`config.mk`:
```
export PLATFORM = sky130hd
export DESIGN_NAME = eeprom_cmd_sched
export DESIGN_NICKNAME = d
export VERILOG_FILES = /design/src/rtl/eeprom_cmd_sched.sv
export SDC_FILE = /design/constraint.sdc
export NUM_CORES = 1
export LEC_CHECK = 0
export ABC_AREA = 1
export CAP_MARGIN = 20
export CELL_PAD_IN_SITES_DETAIL_PLACEMENT = 2
export CELL_PAD_IN_SITES_GLOBAL_PLACEMENT = 2
export CORE_UTILIZATION = 31
export CTS_CLUSTER_SIZE = 16
export DETAILED_ROUTE_END_ITERATION = 6
export GPL_TIMING_DRIVEN = 0
export HOLD_SLACK_MARGIN = 0.15
export PLACE_DENSITY_LB_ADDON = 0.12
export SETUP_SLACK_MARGIN = 0.4
export SLEW_MARGIN = 10
export SYNTH_ARGS = -nofsm -noshare
export SYNTH_HDL_FRONTEND = slang
export SYNTH_SLANG_ARGS = --single-unit
```
`constraint.sdc`:
```
create_clock -name clk -period 2.3 [get_ports clk]
set_input_delay 0.345 -clock clk [delete_from_list [all_inputs] [get_ports clk]]
set_output_delay 0.345 -clock clk [all_outputs]
set_load 0.005 [all_outputs]
```
`src/rtl/eeprom_cmd_sched.sv`:
```
// rtl/eeprom_cmd_sched.sv - command scheduler in front of the IIC EEPROM master
//
// Buffers byte read/write requests in a DEPTH-entry FIFO and issues them to the
// EEPROM master one at a time. Each command gets a one-cycle wr/rd pulse, with
// word_addr/wr_data held stable. The scheduler then waits for done, returns read
// data on a response strobe, and flags a missing done with a timeout pulse.
//
// Optional feature macro: EEPROM_TWR_WAIT_EN
//   When defined, a write's done is followed by TWR_CYC idle cycles before the
//   next issue. This covers the EEPROM internal write cycle.
//
// Ports
//   clk, rst_n                      clock, asynchronous active-low reset
//   cmd_valid/cmd_ready             command handshake (ready = FIFO not full)
//   cmd_rw, cmd_addr, cmd_wdata     1 = read / 0 = write, word address, write byte
//   rsp_valid, rsp_addr, rsp_data   one-cycle read completion strobe with payload
//   tout                            one-cycle pulse, done missing for TIMEOUT_CYC
//   busy, level                     activity flag, FIFO occupancy
//   word_addr, wr_data, wr, rd      request to the master
//   rd_data, done                   completion from the master

module eeprom_cmd_sched #(
   parameter int DEPTH       = 4,
   parameter int AW          = 2,
   parameter int TWR_CYC     = 250_000,
   parameter int TIMEOUT_CYC = 16_384,
   parameter int CW          = 18
) (
   input  logic          clk,
   input  logic          rst_n,
   input  logic          cmd_valid,
   output logic          cmd_ready,
   input  logic          cmd_rw,
   input  logic [15:0]   cmd_addr,
   input  logic [7:0]    cmd_wdata,
   output logic          rsp_valid,
   output logic [15:0]   rsp_addr,
   output logic [7:0]    rsp_data,
   output logic          tout,
   output logic          busy,
   output logic [AW:0]   level,
   output logic [15:0]   word_addr,
   output logic [7:0]    wr_data,
   output logic          wr,
   output logic          rd,
   input  logic [7:0]    rd_data,
   input  logic          done
);

   // The shared counter must be able to reach the last cycle of either wait.
   if ((TWR_CYC > (1 << CW)) || (TIMEOUT_CYC > (1 << CW))) begin : g_cw_check
      $error("eeprom_cmd_sched: CW too narrow for TWR_CYC/TIMEOUT_CYC");
   end

   typedef enum logic [1:0] {
      S_IDLE
      , S_WAIT_DONE
`ifdef EEPROM_TWR_WAIT_EN
      , S_TWR_WAIT
`endif
   } state_t;

   // FIFO entry layout: {rw, addr[15:0], wdata[7:0]}
   localparam int EW = 25;
   localparam logic [CW-1:0] TO_LAST = CW'(TIMEOUT_CYC - 1);
`ifdef EEPROM_TWR_WAIT_EN
   localparam logic [CW-1:0] TWR_LAST = CW'(TWR_CYC - 1);
`endif

   state_t          state_q, state_d;
   logic [EW-1:0]   mem_q [DEPTH];
   logic [EW-1:0]   mem_d [DEPTH];
   logic [AW-1:0]   wr_ptr_q, wr_ptr_d;
   logic [AW-1:0]   rd_ptr_q, rd_ptr_d;
   logic [AW:0]     count_q, count_d;
   logic [CW-1:0]   cnt_q, cnt_d;
   logic            op_rd_q, op_rd_d;
   logic [15:0]     word_addr_q, word_addr_d;
   logic [7:0]      wr_data_q, wr_data_d;
   logic            wr_q, wr_d;
   logic            rd_q, rd_d;
   logic            rsp_valid_q, rsp_valid_d;
   logic [15:0]     rsp_addr_q, rsp_addr_d;
   logic [7:0]      rsp_data_q, rsp_data_d;
   logic            tout_q, tout_d;

   logic            push;
   logic            pop;
   logic [EW-1:0]   head;

   assign cmd_ready = (count_q != (AW+1)'(DEPTH));
   assign push      = cmd_valid && cmd_ready;
   assign head      = mem_q[rd_ptr_q];

   always_comb begin
      state_d     = state_q;
      mem_d       = mem_q;
      wr_ptr_d    = wr_ptr_q;
      rd_ptr_d    = rd_ptr_q;
      cnt_d       = cnt_q;
      op_rd_d     = op_rd_q;
      word_addr_d = word_addr_q;
      wr_data_d   = wr_data_q;
      rsp_addr_d  = rsp_addr_q;
      rsp_data_d  = rsp_data_q;
      wr_d        = 1'b0;
      rd_d        = 1'b0;
      rsp_valid_d = 1'b0;
      tout_d      = 1'b0;
      pop         = 1'b0;

      case (state_q)
         S_IDLE: begin
            if (count_q != '0) begin
               pop         = 1'b1;
               word_addr_d = head[23:8];
               wr_data_d   = head[7:0];
               op_rd_d     = head[24];
               rd_d        = head[24];
               wr_d        = !head[24];
               cnt_d       = '0;
               state_d     = S_WAIT_DONE;
            end
         end
         S_WAIT_DONE: begin
            // done is checked first so it wins over the timeout limit
            if (done) begin
               if (op_rd_q) begin
                  rsp_data_d  = rd_data;
                  rsp_addr_d  = word_addr_q;
                  rsp_valid_d = 1'b1;
                  state_d     = S_IDLE;
               end else begin
`ifdef EEPROM_TWR_WAIT_EN
                  cnt_d   = '0;
                  state_d = S_TWR_WAIT;
`else
                  state_d = S_IDLE;
`endif
               end
            end else if (cnt_q == TO_LAST) begin
               // The command is dropped; the master has to be reset upstream.
               tout_d  = 1'b1;
               state_d = S_IDLE;
            end else begin
               cnt_d = cnt_q + CW'(1);
            end
         end
`ifdef EEPROM_TWR_WAIT_EN
         S_TWR_WAIT: begin
            if (cnt_q == TWR_LAST) begin
               state_d = S_IDLE;
            end else begin
               cnt_d = cnt_q + CW'(1);
            end
         end
`endif
         default: state_d = S_IDLE;
      endcase

      if (push) begin
         mem_d[wr_ptr_q] = {cmd_rw, cmd_addr, cmd_wdata};
         wr_ptr_d        = wr_ptr_q + 1'b1;
      end
      if (pop) begin
         rd_ptr_d = rd_ptr_q + 1'b1;
      end
      count_d = count_q + (AW+1)'(push) - (AW+1)'(pop);
   end

   always_ff @(posedge clk or negedge rst_n) begin
      if (!rst_n) begin
         state_q     <= S_IDLE;
         for (int i = 0; i < DEPTH; i++) mem_q[i] <= '0;
         wr_ptr_q    <= '0;
         rd_ptr_q    <= '0;
         count_q     <= '0;
         cnt_q       <= '0;
         op_rd_q     <= 1'b0;
         word_addr_q <= '0;
         wr_data_q   <= '0;
         wr_q        <= 1'b0;
         rd_q        <= 1'b0;
         rsp_valid_q <= 1'b0;
         rsp_addr_q  <= '0;
         rsp_data_q  <= '0;
         tout_q      <= 1'b0;
      end else begin
         state_q     <= state_d;
         mem_q       <= mem_d;
         wr_ptr_q    <= wr_ptr_d;
         rd_ptr_q    <= rd_ptr_d;
         count_q     <= count_d;
         cnt_q       <= cnt_d;
         op_rd_q     <= op_rd_d;
         word_addr_q <= word_addr_d;
         wr_data_q   <= wr_data_d;
         wr_q        <= wr_d;
         rd_q        <= rd_d;
         rsp_valid_q <= rsp_valid_d;
         rsp_addr_q  <= rsp_addr_d;
         rsp_data_q  <= rsp_data_d;
         tout_q      <= tout_d;
      end
   end

   assign busy      = (state_q != S_IDLE) || (count_q != '0);
   assign level     = count_q;
   assign word_addr = word_addr_q;
   assign wr_data   = wr_data_q;
   assign wr        = wr_q;
   assign rd        = rd_q;
   assign rsp_valid = rsp_valid_q;
   assign rsp_addr  = rsp_addr_q;
   assign rsp_data  = rsp_data_q;
   assign tout      = tout_q;

endmodule

```
==> results of run 1 <==
-- final timing paths --
check / from / slack, ns / endpoint / depth (start not counted)
max in group asynchronous: rst_n / 0.87 / mem_q[48] / 3
setup reg to reg: level[1] / 0.18 / level[1] / 10
hold / removal: rd_data[2] / 0.45 / rsp_data[2] / 3
setup / recovery: level[1] / 0.18 / level[1] / 10
hold reg to reg: rsp_data[0] / 0.48 / rsp_data[0] / 2
min in group asynchronous: rst_n / 0.48 / cnt_q[7] / 2
-- cell families after synthesis --
family,share of synthesized area
AO/OA/AOI/OAI,0.1528
XOR/XNOR,0.006638
adder cells (fa/ha/maj),0.01359
buffers and inverters,0.06669
flip-flops,0.5657
AND/OR/NAND/NOR,0.1945
-- repair_timing --
item | CTS | global route
setup endpoints to repair | 94 | 115
buffers inserted | 6 | 1
pin swaps | 2 | 1
gates resized for setup | 26 | 23
hold buffers | 1 | 0
endpoints found under the hold margin | 76 | 0
-- final cells by class --
cell class	count	area share
sequential	179	0.4453
clock inverter	14	0.01417
inverter	70	0.02659
tap	330	0.04101
timing repair buffer	102	0.1020
clock buffer	18	0.04362
multi-input combinational	611	0.2941
buffer	50	0.03318
-- critical path, stage by stage, from the launching register on --
cell                      delay [ns]
sky130_fd_sc_hd__dfrtp_2        0.42
sky130_fd_sc_hd__nor3_4         0.29
sky130_fd_sc_hd__or2_4          0.21
sky130_fd_sc_hd__inv_6          0.04
sky130_fd_sc_hd__buf_12         0.11
sky130_fd_sc_hd__ha_4           0.20
sky130_fd_sc_hd__inv_2          0.06
sky130_fd_sc_hd__ha_4           0.12
sky130_fd_sc_hd__inv_2          0.03
sky130_fd_sc_hd__fa_2           0.50
sky130_fd_sc_hd__inv_1          0.04
-- power groups by stage --
| stage | sequential, mW | combinational, mW | clock (mW) |
|---|---|---|---|
| final | 5.19 | 5.45 | 2.87 |
| after global routing | 5.34 | 6.15 | 3.09 |
| after CTS | 5.20 | 5.55 | 2.96 |
| after detailed placement | 5.25 | 5.33 | 0 |
| after global placement | 5.20 | 5.17 | 0 |
| after floorplan | 5.10 | 2.90 | 0 |
-- sequential cells by signal, indices dropped and copies added (netlist names) --
register,count
mem_q,100
rd,1
tout,1
rsp_valid,1
wr,1
state_q,1
word_addr,16
rsp_addr,16
wr_data,8
op_rd_q,1
cnt_q,18
rd_ptr_q,2
rsp_data,8
level,3
wr_ptr_q,2
-- placed cells by master, fill, tap and decap left out, drive strengths merged --
master,Yosys,routed
nor3,1,1
clkbuf,23,45
buf,27,32
a31oi,8,8
dfrtp,179,179
nand2,232,232
nand4,3,3
nand3,26,26
a21oi,1,1
dlygate4sd2,0,1
fa,1,1
xor2,3,3
nor2,104,104
xnor2,3,3
o211ai,1,1
o21ai,198,198
inv,69,74
and2,1,1
clkinvlp,0,2
clkdlybuf4s50,0,90
dlymetal6s2s,0,1
o22ai,16,16
or2,6,6
ha,7,7
clkinv,1,8
dlygate4sd3,0,1
-- metrics by stage --
stage               cell area (µm²)  setup WS [ns]
finish                        10070         0.1780
global route                  10070         0.1226
CTS                           10030         0.1752
detailed placement             9335       -0.06422
global placement               9303         -7.978
floorplan                      7959         0.2842
-- per-layer routing --
metal	wire length, µm	part of all wire
met1	12130	0.48
met3	730	0.029
met2	12300	0.48
met4	218	0.0086
met5	0	0
==> results.md, run 1 <==
* Via count of the first global-routing pass at 7,356
* Met2 GRT Util at 0.3471
* Number of enable-type register cells in the synthesized netlist at 0
* First DRT Iteration DRCs at 258
* Global Route met3 Usage at 0.02707
* Core Box Area at 25,110 µm²
* Most numerous cell in the Yosys netlist: sky130_fd_sc_hd__nand2_1
* Top area cells in the synthesized netlist: sky130_fd_sc_hd__dfrtp_1, sky130_fd_sc_hd__o21ai_0, sky130_fd_sc_hd__nand2_1
* Fraction of the yosys area taken by sequential cells at 0.5657
* I/O pin count at 94
* CP Max Fanout at 2
* Total count of hold-check failures in the final report at 0
* Commonest cells post-synth: sky130_fd_sc_hd__nand2_1, sky130_fd_sc_hd__dfrtp_1, sky130_fd_sc_hd__o21ai_0
* Maximum clock frequency at 471.2 MHz
* Total vias in the final route at 6,678
* Critical path capture point type: register
* Worst Hold Slack at 0.4518 ns
* Yosys warnings at 0
* HPWL after DPL at 17,520 µm
* Number of placed instances, taps included at 1,334
* Synth top area share at 0.5657
* Leading area contributor after synthesis: sky130_fd_sc_hd__dfrtp_1
* Total Wirelength at 25,380 µm
* Global-route wire length before repair at 41,100 µm
* HP Class: input pin to register
* Layout Utilization at 0.4010
* RSZ-0062 raised after global routing: yes
* CTS HTree Levels at 4
* Effective utilization at floorplan at 0.3153
* Number of synthesized register bits at 179
* Switching power total at 5.330 mW
* Detailed-route DRC error count at 1
* Quantity of I/O buffers inserted on ports at 93
* Violations in the final reports: design-rule violations
* Relative contribution of the clock network to total power at 0.212
* Area occupied by multi-input gates at 2962 µm²
* Syn-to-layout area delta at 27.16%
* TritonCTS Buffers at 17
* Pwr/cell area at 1342 nW/µm²
* Main flop type after synthesis: sky130_fd_sc_hd__dfrtp_1
* Die Y at 161.8 µm
* Comb power frac at 0.403
* Fraction of the cycle the final worst path needs at 0.9226
* Max-cap viol count at 0
* Die extent in x at 161.8 µm
* Tightest Pin Transition at 0.6418 ns
* Total Die Area at 26,180 µm²
* Required time at the worst-slack endpoint at 2.62 ns
* IR drop worst, VDD at 0.0004373 V
* Deepest clock path buffer count at 2
* Final-stage net count at 1,076
* Max Transition Viols Final at 0
* Layout cells sized above 1 at 0.1293
* Clk sink count at 179
* Global-route congestion overflow total at 0
* Clock latency reported for the late side of the worst-skew pair at 0.43 ns
* Status: complete, but fails checks
* Startpoint-to-endpoint class of the critical path: register to register
* Final critical path time including I/O delays and setup at 2.122 ns
* Per-cell via count in the routed design at 4.860
* Startpoint type of the worst setup path: register
* Number of antenna violations at the first check in global routing at 0
* Clock-pin slew on the worst setup and hold paths at 0.08 ns
* Drt first pass iters at 6
* Post-Synthesis Mean Instance Area at 8.701 µm²
* Clock root buffer: sky130_fd_sc_hd__clkbuf_16
* Post-synth cell types at 32
* Area used by sequential logic in the layout at 4483 µm²
* Number of non-filler instances in the completed layout at 1,374
* Leakage power total at 4.604 nW
* Largest clock skew in the final design at 0.01193 ns
* Final weighted congestion in routability-driven placement at 0.7437
* Slew margin rel. at 0.5721
* Largest net degree at the start of global routing at 104
* Mapped Area at 7918 µm²
* GRT Overall Usage at 0.2060
* TritonCTS clock tree: done
* Mapped Cells at 910
* Reg power frac at 0.384
* Setup-failing EPs final at 0
* Count of filler cells inserted in the layout at 2,832
* Busiest layer in global routing: met2
* N_diodes at 0
* Arrival time at the worst endpoint at 2.45 ns
* Switching share of power at 0.3944
* Async SR Flop Fraction at 1.000
* Remaining number of nets flagged by the antenna check after routing at 0
* Synth Net Count at 955
* FP Rows at 58
* WL per Instance at 18.47 µm
* Post-route setup TNS at 0 ns
* GR Util met1 at 0.2793
* Overall power at 13.51 mW
* Power Internal at 8.184 mW
Note: power is estimated with default switching activity, not from simulation.
==> run 2: changes to the inputs <==
ABC_AREA = unset   (was 1)
CORE_UTILIZATION = 36   (was 31)
CTS_CLUSTER_DIAMETER = 150   (was unset)
==> results.md, run 2 <==
* Max Transition Viols Final at 0
* Combinational family with the most area after synthesis: multiplexers
* TritonCTS clock tree: done
* Total count of hold-check failures in the final report at 0
* Top area cells in the synthesized netlist: sky130_fd_sc_hd__dfrtp_1, sky130_fd_sc_hd__mux2_2, sky130_fd_sc_hd__mux4_2
* Critical path capture point type: register
* Max reg flops at 100
* Clk sink count at 179
* Global-route congestion overflow total at 0
* Startpoint type of the worst setup path: register
* Number of enable-type register cells in the synthesized netlist at 0
* Clock root buffer: sky130_fd_sc_hd__clkbuf_16
* Most frequent standard cell in the layout excluding fill and tap cells: sky130_fd_sc_hd__dfrtp_1
* Per-cell via count in the routed design at 5.253
* CP Max Fanout at 3
* Global-route wire length before repair at 32,860 µm
* First DRT Iteration DRCs at 139
* Synth top area share at 0.5740
* Area used by sequential logic in the layout at 4487 µm²
* HP Class: input pin to async pin
* Leading cell types in the layout, fill and taps excluded: sky130_fd_sc_hd__dfrtp_1, sky130_fd_sc_hd__mux2_2, sky130_fd_sc_hd__clkdlybuf4s50_1, sky130_fd_sc_hd__buf_4, sky130_fd_sc_hd__mux4_2
* Remaining number of nets flagged by the antenna check after routing at 0
* Total vias in the final route at 4,969
* Reg2Reg Depth at 10
* N_diodes at 0
* Post-route setup TNS at 0 ns
* Most flop-heavy register: mem_q
* Deepest clock path buffer count at 2
* FP Rows at 53
* Async SR Flop Fraction at 1.000
* Post-synth cell types at 49
* Final weighted congestion in routability-driven placement at 0.7933
* Adder and majority gate portion of the synthesized area at 0.01379
* IR drop worst, VDD at 0.0006476 V
* Layout cells sized above 1 at 0.4486
* Largest clock skew in the final design at 0.01118 ns
* Worst Hold Slack at 0.4994 ns
* Leading area contributor after synthesis: sky130_fd_sc_hd__dfrtp_1
* Beginning of the worst register-to-register path: level[1]
* Number of synthesized register bits at 179
* Post-synthesis simple-gate area fraction at 0.05115
* Final-stage net count at 703
* HPWL after DPL at 13,080 µm
* Die Y at 149.2 µm
* Leakage power total at 4.361 nW
* Pwr/cell area at 1430 nW/µm²
* Total Die Area at 22,270 µm²
* Slew margin rel. at 0.5602
* Area occupied by multi-input gates at 3337 µm²
* Fraction of the yosys area taken by sequential cells at 0.5740
* Status: completed
* Final critical path time including I/O delays and setup at 2.039 ns
* Effective utilization at floorplan at 0.3689
* Internal reg-to-reg setup slack at 0.26 ns
* WL per Instance at 21.44 µm
* Total Wirelength at 20,280 µm
* Synth Net Count at 558
* Via count of the first global-routing pass at 5,901
* Max-cap viol count at 0
* Area fraction in compound gates after synthesis at 0.04153
* I/O pin count at 94
* Clock-pin slew on the worst setup and hold paths at 0.07 ns
* Mapped Area at 7804 µm²
* Startpoint-to-endpoint class of the critical path: register to register
* Number of antenna violations at the first check in global routing at 0
* Drt first pass iters at 6
* Yosys warnings at 0
* GRT Overall Usage at 0.1963
* Maximum clock frequency at 490.4 MHz
* TritonCTS Buffers at 17
* Tightest Pin Transition at 0.6597 ns
* Most numerous cell in the Yosys netlist: sky130_fd_sc_hd__dfrtp_1
* Detailed-route DRC error count at 0
* Worst slack after detailed placement at -0.3215 ns
* Main flop type after synthesis: sky130_fd_sc_hd__dfrtp_1
* Share of the synthesized netlist area taken by xor and xnor gates at 0.005612
* Fraction of the cycle the final worst path needs at 0.8866
* Final worst setup slack at 0.2608 ns
* Syn-to-layout area delta at 31.76%
* Largest registers ranked by flip-flop count: mem_q (100), cnt_q (18)
* RSZ-0062 raised after global routing: yes
* Mapped Cells at 513
* Die extent in x at 149.2 µm
* Clock latency reported for the late side of the worst-skew pair at 0.44 ns
* CTS HTree Levels at 4
* Largest net degree at the start of global routing at 100
* Quantity of I/O buffers inserted on ports at 93
* Multiplexer fraction of the synthesized cell area at 0.2912
* Core Box Area at 21,150 µm²
* Required time at the worst-slack endpoint at 2.61 ns
* Arrival time at the worst endpoint at 2.35 ns
* Destination of the worst register-to-register timing path: level[2]
* Setup-failing EPs final at 0
* Post-Synthesis Mean Instance Area at 15.21 µm²
* Commonest cells post-synth: sky130_fd_sc_hd__dfrtp_1, sky130_fd_sc_hd__mux2_2, sky130_fd_sc_hd__mux4_2
* Count of filler cells inserted in the layout at 1,941
-- run 2: changes by cell type in the layout (fill, tap and decap cells not counted), sizes merged, moves of 19 or more --
cell,delta
nor2,-96
inv,-55
mux4,+25
o21ai,-189
mux2,+150
nand2,-214
nand3,-19
-- run 2: repair_timing --
action / in CTS / in global routing
resized for setup: 34 / 41
cloned: 0 / 0
pin swaps: 9 / 3
setup endpoints to repair: 79 / 112
hold buffers: 1 / 0
buffers inserted: 26 / 5
endpoints found under the hold margin: 80 / 0
-- run 2: power breakdown --
part / internal, mW / switching (mW)
Clock: 1.75 / 1.33
Combinational: 3.72 / 2.30
Sequential: 4.67 / 0.923
Total: 10.1 / 4.56
-- run 2: critical path, cell delays in order, from the launching register on --
cell and delay, ns:
sky130_fd_sc_hd__dfrtp_2 0.43, sky130_fd_sc_hd__nor3_4 0.22, sky130_fd_sc_hd__nor2_2 0.07, sky130_fd_sc_hd__clkbuf_8 0.15, sky130_fd_sc_hd__ha_4 0.21, sky130_fd_sc_hd__inv_2 0.06, sky130_fd_sc_hd__ha_4 0.12, sky130_fd_sc_hd__inv_2 0.04
sky130_fd_sc_hd__fa_2 0.36, sky130_fd_sc_hd__xnor2_2 0.15, sky130_fd_sc_hd__xnor2_1 0.12
-- run 2: cell families after synthesis --
family,count (synthesis)
AOI/OAI and AO/OA,41
muxes,177
xor gates and xnor gates,5
adders and majority gates,8
DFF,179
and+or+nand+nor,67
buffers and inverters,36
-- run 2: metal layers --
metal | wire, µm | part of all wire | global-route usage | up-vias
met2 | 10570 | 0.52 | 0.3402 | 81
met5 | 0 | 0 | 0 | -
met3 | 514 | 0.025 | 0.03823 | 22
li1 | - | - | - | 2191
met4 | 315 | 0.016 | 0.06939 | 0
met1 | 8881 | 0.44 | 0.2431 | 2675
-- run 2: worst max-delay path by stage --
stage,from,to,slack [ns],cells after the start
3_3_place_gp,rst_n,level[0],-7.14,1
3_5_place_dp,done,rsp_addr[7],-0.32,5
5_1_grt,level[1],level[2],0.17,10
4_1_cts,level[1],mem_q[82],0.28,7
2_1_floorplan,level[2],level[2],0.26,10
6_report,level[1],level[2],0.26,10
-- run 2: layout make-up --
type,count,area share
buffer,24,0.02166
clock buffer,18,0.04174
clock inverter,14,0.01850
inverter,12,0.004381
multi-input combinational,298,0.3245
sequential,179,0.4364
tap,275,0.03346
timing repair buffer,126,0.1194
-- run 2: stage by stage --
| stage | instances | total power, mW | util | cell area (µm²) |
|---|---|---|---|---|
| finish | 946 | 14.70 | 0.4861 | 10280 |
| global route | 946 | 15.60 | 0.4861 | 10280 |
| CTS | 941 | 14.66 | 0.4781 | 10110 |
| detailed placement | 882 | 11.09 | 0.4337 | 9175 |
| global placement | 881 | 10.73 | 0.4322 | 9143 |
| floorplan | 513 | 8.848 | - | 7868 |
==> run 3: changes to the inputs <==
CORE_UTILIZATION = 30   (was 36)
REMOVE_ABC_BUFFERS = 1   (was unset)
==> results.md, run 3 (same netlist as run 2, synthesis figures left out) <==
* Clock-pin slew on the worst setup and hold paths at 0.07 ns
* Slowest cell on the critical path: sky130_fd_sc_hd__dfrtp_2
* Drt first pass iters at 4
* Slew margin rel. at 0.4569
* Total vias in the final route at 4,803
* Number of buffer and inverter instances along the worst setup path at 4
* Final critical path time including I/O delays and setup at 2.025 ns
* HP Class: input pin to async pin
* Internal reg-to-reg setup slack at 0.28 ns
* Busiest layer in global routing: met2
* CTS HTree Levels at 4
* Most flop-heavy register: mem_q
* Cell family with the largest share of critical-path delay: adder cells
* IR drop worst, VDD at 0.0004220 V
* Detailed-route DRC error count at 0
* Total Wirelength at 19,350 µm
* Met2 GRT Util at 0.2602
* Global-route wire length before repair at 31,110 µm
* Leakage power total at 4.213 nW
* Largest registers ranked by flip-flop count: mem_q (100), cnt_q (18)
* Max reg flops at 100
* CP dominant cell by count: sky130_fd_sc_hd__inv_2
* N_diodes at 0
* Leading cell types in the layout, fill and taps excluded: sky130_fd_sc_hd__dfrtp_1, sky130_fd_sc_hd__mux2_2, sky130_fd_sc_hd__clkdlybuf4s50_1, sky130_fd_sc_hd__buf_4, sky130_fd_sc_hd__mux4_2
* Final weighted congestion in routability-driven placement at 0.7098
* Critical path capture point type: register
* Die extent in x at 163.3 µm
* WL per Instance at 19.73 µm
* Remaining number of nets flagged by the antenna check after routing at 0
* Startpoint-to-endpoint class of the critical path: register to register
* FP Rows at 58
* Largest clock skew in the final design at 0.01602 ns
* Clock latency reported for the late side of the worst-skew pair at 0.43 ns
* CP Max Fanout at 4
* Post-route setup TNS at 0 ns
* Total Die Area at 26,660 µm²
* GRT Overall Usage at 0.1541
* Effective utilization at floorplan at 0.3081
* GR Util met1 at 0.1968
* Total count of hold-check failures in the final report at 0
* Layout cells sized above 1 at 0.4485
* Deepest clock path buffer count at 2
* HPWL after DPL at 11,780 µm
* TritonCTS Buffers at 17
* Fraction of the cycle the final worst path needs at 0.8802
* Pwr/cell area at 1397 nW/µm²
* Tightest Pin Transition at 0.8147 ns
* Setup-failing EPs final at 0
* Maximum clock frequency at 493.9 MHz
* Max Transition Viols Final at 0
* Worst Hold Slack at 0.4970 ns
* TritonCTS clock tree: done
* Global Route met3 Usage at 0.03428
* Status: completed
* Final-stage net count at 683
* Cell chain of the critical path: buf_4 -> a21boi_4 -> inv_2 -> ha_4 -> inv_2 -> ha_4 -> inv_2 -> fa_2 -> xnor2_2 -> xnor2_1
* Via count of the first global-routing pass at 5,470
* I/O pin count at 94
* Clk sink count at 179
* Largest net degree at the start of global routing at 97
* Arrival time at the worst endpoint at 2.33 ns
* Overall power at 14.21 mW
* Number of antenna violations at the first check in global routing at 1
* Core Box Area at 25,330 µm²
* Number of placed instances, taps included at 916
* Die Y at 163.3 µm
* Syn-to-layout area delta at 30.35%
* Quantity of I/O buffers inserted on ports at 93
* RSZ-0062 raised after global routing: yes
* Required time at the worst-slack endpoint at 2.61 ns
* Global-route congestion overflow total at 0
* Delay of the slowest cell on the worst path at 0.44 ns
* First DRT Iteration DRCs at 160
* Number of non-filler instances in the completed layout at 981
* Max-cap viol count at 0
* Clock root buffer: sky130_fd_sc_hd__clkbuf_16
* Per-cell via count in the routed design at 4.896
* Layout Utilization at 0.4016
* Most frequent standard cell in the layout excluding fill and tap cells: sky130_fd_sc_hd__dfrtp_1
* Startpoint type of the worst setup path: register
## run 3: final timing paths
kind | start | endpoint | depth (start not counted)
max | level[2] | level[2] | 10
min | rst_n | cnt_q[10] | 2
max reg2reg | level[2] | level[2] | 10
min reg2reg | mem_q[40] | mem_q[40] | 1
max in group asynchronous | rst_n | mem_q[22] | 3
min in group clk | mem_q[40] | mem_q[40] | 1
## run 3: metal layers
| metal | vias up | share of wire |
|---|---|---|
| li1 | 2151 | - |
| met1 | 2558 | 0.44 |
| met2 | 82 | 0.52 |
| met5 | - | 0 |
| met3 | 12 | 0.037 |
| met4 | 0 | 0.0099 |
## run 3: per-stage QoR
| step | area, µm² | worst slack (ns) |
|---|---|---|
| 2_1_floorplan | 7671 | -0.9128 |
| 3_3_place_gp | 9015 | -6.702 |
| 5_1_grt | 10170 | 0.1789 |
| 6_report | 10170 | 0.2755 |
| 4_1_cts | 10040 | 0.2449 |
| 3_5_place_dp | 9130 | -0.4050 |
## run 3: report_power, final
| part | switching (mW) | internal [mW] | leakage, nW | total, mW |
|---|---|---|---|---|
| combinational | 2.00 | 3.57 | 1.79 | 5.56 |
| clock | 1.34 | 1.53 | 0.278 | 2.87 |
| sequential | 1.09 | 4.68 | 2.15 | 5.77 |
| total | 4.43 | 9.78 | 4.21 | 14.2 |
## run 3: cell type report
type	count	area, µm²
Clock buffer	18	429.2
Clock inverter	14	146.4
Fill cell	2460	15150
Inverter	12	45.04
Multi-Input combinational cell	298	3339
Sequential cell	179	4503
Tap cell	330	412.9
Timing Repair Buffer	130	1296
## run 3: timing repair
| action | CTS | global route |
|---|---|---|
| hold buffers | 1 | 0 |
| endpoints found under the setup margin | 166 | 29 |
| hold endpoints to repair | 83 | 0 |
| gates cloned | 0 | 0 |
| pin swaps | 9 | 8 |
| setup buffers | 25 | 7 |
| gates resized for setup | 30 | 24 |
